File: src/rtl/prbs9_pkg.sv
// prbs9_pkg: constants shared by the PRBS9 generator and the BER checker.
//   PRBS_ORDER - LFSR length in bits
//   PRBS_LEN   - sequence period (2^9 - 1)
//   TAP_HI/LO  - feedback tap positions for x^9 + x^5 + 1
package prbs9_pkg;
    localparam int PRBS_ORDER = 9;
    localparam int PRBS_LEN   = 511;
    localparam int TAP_HI     = 8;
    localparam int TAP_LO     = 4;

    typedef logic [PRBS_ORDER-1:0] prbs_state_t;
endpackage

File: src/rtl/prbs9_gen.sv
// prbs9_gen: oversampled PRBS9 source with optional single-bit error injection.
// Ports:
//   clk        - clock, rising edge
//   rst        - asynchronous active-low reset
//   i_enable   - run/stop; low holds the generator at the start of the sequence
//   i_err_inj  - when high, bit index ERR_IDX of each period is inverted
//   o_bit      - PRBS9 data bit (held between strobes)
//   o_valid    - one-cycle strobe for each new o_bit (every OS_FACTOR clocks)
//   o_sync     - strobes with o_valid on bit index 0
//   o_bit_idx  - index 0..510 of the current o_bit
module prbs9_gen
    import prbs9_pkg::*;
#(
    parameter logic [8:0] SEED      = 9'h1FF,
    parameter int          OS_FACTOR = 4,
    parameter logic [8:0] ERR_IDX   = 9'd100
) (
    input  logic       clk,
    input  logic       rst,
    input  logic       i_enable,
    input  logic       i_err_inj,
    output logic       o_bit,
    output logic       o_valid,
    output logic       o_sync,
    output logic [8:0] o_bit_idx
);

    localparam int                DIV_W    = $clog2(OS_FACTOR);
    localparam logic [DIV_W-1:0]  DIV_LAST = DIV_W'(OS_FACTOR - 1);
    localparam logic [8:0]        IDX_LAST = 9'(PRBS_LEN - 1);

    // Left-shift LFSR for x^9 + x^5 + 1; the new bit enters at bit 0.
    function automatic prbs_state_t lfsr_next(input prbs_state_t s);
        return {s[PRBS_ORDER-2:0], s[TAP_HI] ^ s[TAP_LO]};
    endfunction

    prbs_state_t      lfsr_q, lfsr_d;
    logic [DIV_W-1:0] div_cnt_q, div_cnt_d;
    logic [8:0]       idx_q, idx_d;
    logic             bit_q, bit_d;
    logic             valid_q, valid_d;
    logic             sync_q, sync_d;
    logic [8:0]       bit_idx_q, bit_idx_d;
    logic             step;
    logic             inj;

    always_comb begin
        lfsr_d    = lfsr_q;
        div_cnt_d = div_cnt_q;
        idx_d     = idx_q;
        bit_d     = bit_q;
        valid_d   = 1'b0;
        sync_d    = 1'b0;
        bit_idx_d = bit_idx_q;
        step      = 1'b0;
        inj       = 1'b0;

        if (!i_enable) begin
            // Disabled: park at the start of the sequence so the next enable
            // restarts from SEED at index 0.
            lfsr_d    = SEED;
            div_cnt_d = '0;
            idx_d     = '0;
        end else begin
            step      = (div_cnt_q == DIV_LAST);
            div_cnt_d = step ? '0 : div_cnt_q + 1'b1;
            if (step) begin
                // Injection only touches the emitted bit, never the LFSR.
                inj       = i_err_inj && (idx_q == ERR_IDX);
                bit_d     = lfsr_q[TAP_HI] ^ inj;
                valid_d   = 1'b1;
                sync_d    = (idx_q == '0);
                bit_idx_d = idx_q;
                lfsr_d    = (lfsr_q == '0) ? SEED : lfsr_next(lfsr_q);
                idx_d     = (idx_q == IDX_LAST) ? '0 : idx_q + 9'd1;
            end
        end
    end

    always_ff @(posedge clk or negedge rst) begin
        if (!rst) begin
            lfsr_q    <= SEED;
            div_cnt_q <= '0;
            idx_q     <= '0;
            bit_q     <= 1'b0;
            valid_q   <= 1'b0;
            sync_q    <= 1'b0;
            bit_idx_q <= '0;
        end else begin
            lfsr_q    <= lfsr_d;
            div_cnt_q <= div_cnt_d;
            idx_q     <= idx_d;
            bit_q     <= bit_d;
            valid_q   <= valid_d;
            sync_q    <= sync_d;
            bit_idx_q <= bit_idx_d;
        end
    end

    assign o_bit     = bit_q;
    assign o_valid   = valid_q;
    assign o_sync    = sync_q;
    assign o_bit_idx = bit_idx_q;

endmodule
File: config.mk
export PLATFORM = sky130hd
export DESIGN_NAME = prbs9_gen
export DESIGN_NICKNAME = d
export VERILOG_FILES = /design/src/rtl/prbs9_pkg.sv /design/src/rtl/prbs9_gen.sv
export SDC_FILE = /design/constraint.sdc
export NUM_CORES = 1
export LEC_CHECK = 0
export ABC_CLOCK_PERIOD_IN_PS = 2230
export CAP_MARGIN = 20
export CORE_MARGIN = 2
export CORE_UTILIZATION = 45
export DETAILED_ROUTE_END_ITERATION = 7
export PLACE_DENSITY = 0.73
export SKIP_LAST_GASP = 1
export SYNTH_ARGS = -nofsm -noshare
export SYNTH_HDL_FRONTEND = slang
export SYNTH_SLANG_ARGS = --single-unit
File: constraint.sdc
create_clock -name clk -period 2.23 [get_ports clk]
set_input_delay 0.446 -clock clk [delete_from_list [all_inputs] [get_ports clk]]
set_output_delay 0.446 -clock clk [all_outputs]
set_load 0.1 [all_outputs]
---- Word level (Yosys, flattened, before mapping) ----
Index checks and enable logic that the tools add are counted.
word-level totals
  flip-flop bits (word level) ............. 32
  output and inout bits ................... 12
  input port bits ......................... 4
  logic and storage cells ................. 31
cells by class
  bitwise logic cells ..................... 2
  add/subtract/negate cells ............... 2
  reduce and logical (&&, ||, !) cells .... 4
  equal/unequal tests ..................... 4
  mux-type cells .......................... 12
operators by type and width
  cell                                                 count
  2-to-1 mux 9 bit                                     6
  logical NOT 9 bit                                    2
  adder 9 x 1 -> 9 bit, second input constant          1
  equality test 9 x 7 -> 1 bit, second input constant  1
  equality test 9 bit, second input constant           1
  2-to-1 mux 1 bit                                     4
  2-to-1 mux 2 bit                                     2
  adder 2 x 1 -> 2 bit, second input constant          1
  equality test 2 bit, second input constant           1
  != test 2 x 1 -> 1 bit, second input constant        1
  AND reduction 2 bit                                  1
  bitwise XOR 1 bit                                    2
  logical AND 1 bit                                    1

---- Longest topological paths before layout ----
Gate-level depths: netlist of the first run.
  depth in word-level cells ............... 4
  depth in mapped cells ................... 5
  depth with buffers taken out ............ 5

---- Least setup slack after synthesis of the first run ----
No wires, ideal clock.
  path kind ............................... flip-flop to flip-flop
  start point ............................. register idx_q[4]
  end point ............................... register bit_q, in the netlist o_bit
  period minus slack after synthesis ...... 1.636 ns
  stages on the path, launching flop included .. 4
  arrival ................................. 1.555 ns
  setup time .............................. 0.082 ns
  path slack .............................. 0.594 ns
  data required time ...................... 2.148 ns
  cell sequence ........................... dfrtp_1 > or4_4 > or4_1 > a31oi_1
on the way
  longest elaborated chain between the ends .. 3
RTL lines
  element                       line             text
  from (decl)                   prbs9_gen.sv:39  logic [8:0] idx_q, idx_d;
  from (signal assigned)        prbs9_gen.sv:92  idx_q <= idx_d;
  equality test 9 x 7 -> 1 bit  prbs9_gen.sv:69  inj = i_err_inj && (idx_q == ERR_IDX);
  logical AND 1 bit             prbs9_gen.sv:69
  bitwise XOR 1 bit             prbs9_gen.sv:70  bit_d = lfsr_q[TAP_HI] ^ inj;
  to (signal assigned)          prbs9_gen.sv:93  bit_q <= bit_d;
  to (decl)                     prbs9_gen.sv:40  logic bit_q, bit_d;
Every way passes these cells.
A chain may end at the register's enable or synchronous reset.

---- Worst setup path in the final report of the first run ----
Same ends and word-level chain as after synthesis.

==> results of run 1 <==
[stage by stage]
stage,setup WS (ns),cells
after floorplan,0.594,146
after global placement,0.353,202
after detailed placement,0.304,202
after CTS,0.493,210
after global routing,0.396,210
final,0.484,210
[registers in the layout, summed over array words and instances, names as in the netlist]
register and count:
idx_q 9, lfsr_q 9, o_bit_idx 9, div_cnt_q 2
o_bit 1, o_sync 1, o_valid 1
[cell usage in the layout (no fill, tap or decap), types with 3 or more instances in the layout]
cell / n
a311oi_1: 3
nor2_1: 5
dfrtp_1: 23
nand4_1: 3
o21ai_1: 5
nand2_1: 31
ha_1: 4
a31oi_1: 3
inv_1: 6
clkdlybuf4s50_1: 3
nor3_1: 3
o32ai_1: 3
clkbuf_4: 5
o22a_1: 7
nand3_1: 5
dfstp_2: 9
buf_4: 15
[worst max-delay path by stage]
stage	slack [ns]	start	to
final	0.48	idx_q[4]	o_bit
after global routing	0.40	idx_q[0]	idx_q[1]
after global placement	0.35	i_enable	o_sync
after floorplan	0.59	idx_q[4]	o_bit
after detailed placement	0.30	i_enable	o_sync
after CTS	0.49	idx_q[4]	o_bit
[power groups by stage]
stage | clock network (mW) | registers [mW] | logic [mW]
after global placement | 0 | 0.652 | 0.264
after CTS | 0.437 | 0.642 | 0.268
after detailed placement | 0 | 0.653 | 0.268
after floorplan | 0 | 0.789 | 0.0599
after global routing | 0.467 | 0.648 | 0.283
final | 0.430 | 0.642 | 0.266
[per-layer routing]
| layer | routed length (µm) | global-route usage (%) | up-vias |
|---|---|---|---|
| li1 | - | - | 571 |
| met1 | 1350 | 22.1 | 588 |
| met2 | 1370 | 30.5 | 27 |
| met3 | 165 | 5.46 | 5 |
| met4 | 45 | 8.81 | 0 |
| met5 | 0 | 0 | - |
[logic make-up after synthesis]
group                    count (synthesis)  share of synthesized area [%]
buffers and inverters                   13                           3.86
AND/OR/NAND/NOR                         60                           19.5
flip-flops                              32                           54.4
adder cells (fa/ha/maj)                  4                           3.36
AO/OA/AOI/OAI                           34                           16.9
multiplexers                             2                           1.34
XOR/XNOR                                 1                          0.587
[area by class of cell]
cell class | count | area [µm²]
clock inverters | 2 | 35.0
fillers | 268 | 1370
inverters | 7 | 26.3
repair buffers | 18 | 143
flip-flops and latches | 32 | 812
multi-input cells | 101 | 622
well taps | 44 | 55.1
clock buffers | 6 | 41.3
==> summary.md, run 1 <==
| Metric | Value |
|---|---|
| Largest net degree at the start of global routing | 33 |
| Worst setup EP type | flop |
| Worst Hold Depth | 1 |
| Clock power frac | 32.2% |
| I/O pin count | 16 |
| Clk_skew | 0.00552 ns |
| Tightest hold margin | 0.438 ns |
| Clk root buf | clkbuf_4 |
| Cell Area, Placed | 0.00166 mm² |
| Unrepaired setup endpoints after global routing | no |
| Synth Warn # | 0 |
| Post-synth EDFFs | 0 |
| Min-Delay Endpoint | div_cnt_q[0] |
| CTS clock-pin slew for the worst setup and hold paths | 0.10 ns |
| Avg WL per Cell | 14.0 µm |
| FF-to-FF End | o_bit |
| Reg2reg path depth | 3 |
| Req. time, crit path | 2.48 ns |
| Worst VDD drop | 0.573 mV |
| Initial core utilization | 48.1% |
| Area of the core | 0.00310 mm² |
| Fin crit share | 78.3% |
| Sw frac | 32.4% |
| H-tree depth | 2 |
| FFs w/ async S/R, synth | 100% |
| Initial DRC Count | 62 |
| Via count | 1191 |
| Leading cell types by count after synthesis | nand2_1 (31), dfrtp_1 (23), dfstp_2 (9), o22a_1 (7), inv_1 (6) |
| Vias in the first global route | 1154 |
| Row count | 20 |
| Cells after Synth | 146 |
| CP Max Fanout | 6 |
| Delay-heaviest family, CP | simple AND/OR/NAND/NOR gates |
| Post-route setup TNS | 0 ns |
| Mapped Area | 0.00149 mm² |
| Core Util, Final | 55.9% |
| Synth area leaders | dfrtp_1 (39%), dfstp_2 (16%), nand2_1 (7.8%) |
| Crit-path max cell delay | 0.56 ns |
| Detailed Route WL | 2.93 mm |
| GP Congestion | 0.919 |
| CTS tree | yes |
| Final antenna-violating net count | 0 |
| Vias/cell | 5.67 |
| Total power | 1.34 mW |
| First-pass GRT wire length | 5.08 mm |
| Sequential share of power | 47.9% |
| Synth top area share | 38.6% |
| Reg2Reg Launch Point | idx_q[4] |
| Status | complete, no violations |
| Reg-to-reg slack, setup | 0.48 ns |
| Register area share after synthesis | 54.4% |
| Int Power | 0.905 mW |
| Area leader, netlist | dfrtp_1 |
| Cts repair resizes | 0 |
| Final setup vio count | 0 |
| GRT Util Overall | 18.5% |
| Hold Vio Cnt, Final | 0 |
| Mapped Nets | 154 |
| Main synth FF type | dfrtp_1 |
| CP Launch Type | flop |
| Combinational share of power | 19.9% |
| Syn_area_per_cell | 10.2 µm² |
| Setup bufs post-CTS | 0 |
| Power Density | 772 mW/mm² |
| Hold_buf cts | 0 |
| Crit Path Category | flop to flop |
| Final min period | 1.75 ns |
| Most instantiated library cell after synthesis | nand2_1 |
| Initial antenna violation count | 0 |
| NetSw | 0.433 mW |
| Synth cell types | 41 |
| Worst rel slew slack | 60.5% |
| Slowest cell on crit path | or4_4 |
| Fmax achieved | 573 MHz |
| Number of port buffers | 15 |
| Crit path cell chain | or4_4 > or4_1 > a31oi_1 |
| Die height | 61.6 µm |
| Maxcap violations | 0 |
| GRT Residual Overflow | 0 |
| CTS Buf Count | 5 |
| CP Data Arrival Time | 2.00 ns |
| Slew Viols, Final | 0 |
| Worst Min Path Start | div_cnt_q[0] |
| Die width | 61.6 µm |
| CTS Buffer Depth | 2 |
| Share of cells above drive strength 1 | 21.7% |
| Hold Crit Class | flop to flop |
| Fin area | 0.00173 mm² |
| Crit path depth | 3 |
| # diodes | 0 |
| DRC | 0 |
| Lkg Pwr | 0.754 nW |
| Post-layout nets | 173 |
| Area delta synth->final | 16.3% |
| Yosys reg bits | 32 |
| Worst-Margin Slew | 0.587 ns |
| CP bufs+invs | 0 |
| Clock sink count | 32 |
| Worst-Skew Late Latency | 0.32 ns |
| TritonRoute pass-1 iters | 4 |
| Detail Placement HPWL | 2.09 mm |
| Full die area | 0.00379 mm² |
(Power assumes the default switching activity.)
==> run 2: changes to the inputs <==
- ABC_CLOCK_PERIOD_IN_PS: 2230 -> 1690
- clock period: 2.23 -> 1.69 ns (I/O delays scaled with it)
==> run 2 against run 1 <==
Sequential power rose by 32%. Register-to-register slack got worse by 0.37 ns. Design area rose by 16%. Die area did not move. Power rose by 46%. Setup slack got worse by 0.37 ns. Hold slack got worse by 0.045 ns. Sequential share of layout area fell by 6.4 points. Global-route usage rose by 3.6 points. Non-clock buffer count rose by 14.
==> summary.md, run 2 (synthesized netlist as in run 1, its figures left out) <==
| Metric | Value |
|---|---|
| CP Max Fanout | 3 (-3) |
| Crit path cell chain | or4_4 > or4_1 > a31oi_1 |
| Worst-Skew Late Latency | 0.34 ns (+0.02 ns) |
| Unrepaired setup endpoints after global routing | no |
| Clk root buf | clkbuf_4 |
| Power Density | 975 mW/mm² (+26%) |
| Clock sink count | 32 (unchanged) |
| Initial DRC Count | 35 (-44%) |
| Most frequent cells in the layout | nand2_1 (31), dfrtp_1 (23), buf_4 (17) |
| DRC | 0 (unchanged) |
| Status | complete, no violations |
| First-pass GRT wire length | 5.95 mm (+17%) |
| Detailed Route WL | 3.57 mm (+22%) |
| Commonest non-fill, non-tap cell in the layout | nand2_1 |
| Clk_skew | 0.0127 ns (+0.00722 ns) |
| Full die area | 0.00379 mm² (unchanged) |
| Post-layout nets | 187 (+8.1%) |
| Via count | 1266 (+6.3%) |
| Final antenna-violating net count | 0 (unchanged) |
| Post-route setup TNS | 0 ns (unchanged) |
| CTS Buffer Depth | 2 (unchanged) |
| Maxcap violations | 0 (unchanged) |
| Die height | 61.6 µm (unchanged) |
| Worst rel slew slack | 63.3% (+2.8 points) |
| # diodes | 0 (unchanged) |
| Cts repair resizes | 0 (unchanged) |
| Avg WL per Cell | 15.9 µm (+14%) |
| Lkg Pwr | 0.873 nW (+16%) |
| Vias in the first global route | 1279 (+11%) |
| Crit Path Category | flop to flop |
| Vias/cell | 5.65 (-0.35%) |
| CTS tree | yes |
| GRT Util Overall | 22.1% (+3.6 points) |
| I/O pin count | 16 (unchanged) |
| Area delta synth->final | 34.6% |
| Worst-Margin Slew | 0.546 ns (-0.0412 ns) |
| Detail Placement HPWL | 2.61 mm (+25%) |
| GRT Residual Overflow | 0 (unchanged) |
| Slowest cell on crit path | or4_4 |
| Worst VDD drop | 0.596 mV (+3.9%) |
| Req. time, crit path | 1.95 ns (-0.53 ns) |
| DP Cell Count | 216 (+6.9%) |
| TritonRoute pass-1 iters | 4 (unchanged) |
| Worst setup EP type | flop |
| Die width | 61.6 µm (unchanged) |
| CTS Buf Count | 5 (unchanged) |
| H-tree depth | 2 (unchanged) |
| Initial core utilization | 48.1% (unchanged) |
| Cell Area, Placed | 0.00191 mm² (+15%) |
| Hold Vio Cnt, Final | 0 (unchanged) |
| Min setup slack post-route | 0.110 ns (-0.374 ns) |
| Number of port buffers | 15 (unchanged) |
| Final min period | 1.58 ns (-0.166 ns) |
| Final setup vio count | 0 (unchanged) |
| Register area | 812 µm² (unchanged) |
| Setup bufs post-CTS | 0 (unchanged) |
| Share of cells above drive strength 1 | 28.3% (+6.6 points) |
| Hold_buf cts | 0 (unchanged) |
| Area of the core | 0.00310 mm² (unchanged) |
| CP Launch Type | flop |
| Area of the multi-input gates | 622 µm² (unchanged) |
| Row count | 20 (unchanged) |
| Fin crit share | 93.5% (+15 points) |
| Fin area | 0.00201 mm² (+16%) |
| Crit-path max cell delay | 0.54 ns (-0.02 ns) |
| Fill cells | 271 (+1.1%) |
| GP Congestion | 0.889 (-3.3%) |
| Slew Viols, Final | 0 (unchanged) |
| CP bufs+invs | 0 (unchanged) |
| Fmax achieved | 633 MHz (+10%) |
| Post-Layout Cell Count | 224 (+6.7%) |
| Largest net degree at the start of global routing | 33 (unchanged) |
| CP Data Arrival Time | 1.84 ns (-0.16 ns) |
| Delay-heaviest family, CP | simple AND/OR/NAND/NOR gates |
| Initial antenna violation count | 0 (unchanged) |
| CTS clock-pin slew for the worst setup and hold paths | 0.11 ns (about the same) |
| Worst Setup Slack post-DPL | 0.0267 ns (-0.277 ns) |
| Hold Crit Class | input port to async pin |
-- run 2: changes by cell type in the layout (fill, tap and decap cells not counted) --
| cell | previous run | this run |
|---|---|---|
| buf_12 | 0 | 12 |
| buf_4 | 15 | 17 |
| clkbuf_1 | 1 | 0 |
| clkbuf_8 | 0 | 2 |
| clkinv_2 | 1 | 0 |
-- run 2: cell type report --
| type | instances | area share (%) |
|---|---|---|
| Clock buffer | 7 | 3.24 |
| Clock inverter | 1 | 1.50 |
| Inverter | 7 | 1.31 |
| Multi-Input combinational cell | 101 | 31.0 |
| Sequential cell | 32 | 40.4 |
| Tap cell | 44 | 2.74 |
| Timing Repair Buffer | 32 | 19.8 |
-- run 2: per-layer routing --
metal  global-route usage [%]  wire length (µm)
met2                     36.4              1790
met5                        0                 0
met1                     27.4              1570
met4                     10.0                85
met3                     5.67               122
-- run 2: report_power, final --
group	switching (mW)	internal [mW]	leakage (nW)
Combinational	0.298	0.156	0.414
Sequential	0.0408	0.809	0.407
Clock	0.262	0.393	0.0515
-- run 2: final timing paths --
path / cells after the start / slack, ns / to / start
worst max-delay path: 3 / 0.11 / o_bit / idx_q[4]
max in group asynchronous: 2 / 0.96 / lfsr_q[3] / rst
worst min register to register: 1 / 0.47 / div_cnt_q[0] / div_cnt_q[0]
min in group clk: 1 / 0.47 / div_cnt_q[0] / div_cnt_q[0]
worst min-delay path: 2 / 0.39 / o_bit_idx[1] / rst
worst max register to register: 3 / 0.11 / o_bit / idx_q[4]
-- run 2: per-stage QoR --
step / util [%] / hold WS, ns / power [mW]
final: 64.7 / 0.393 / 1.96
after global routing: 64.7 / 0.413 / 2.03
after CTS: 64.7 / 0.393 / 1.97
after detailed placement: 61.7 / 0.444 / 1.32
after global placement: 61.7 / 0.425 / 1.31
after floorplan: - / 0.0424 / 1.12
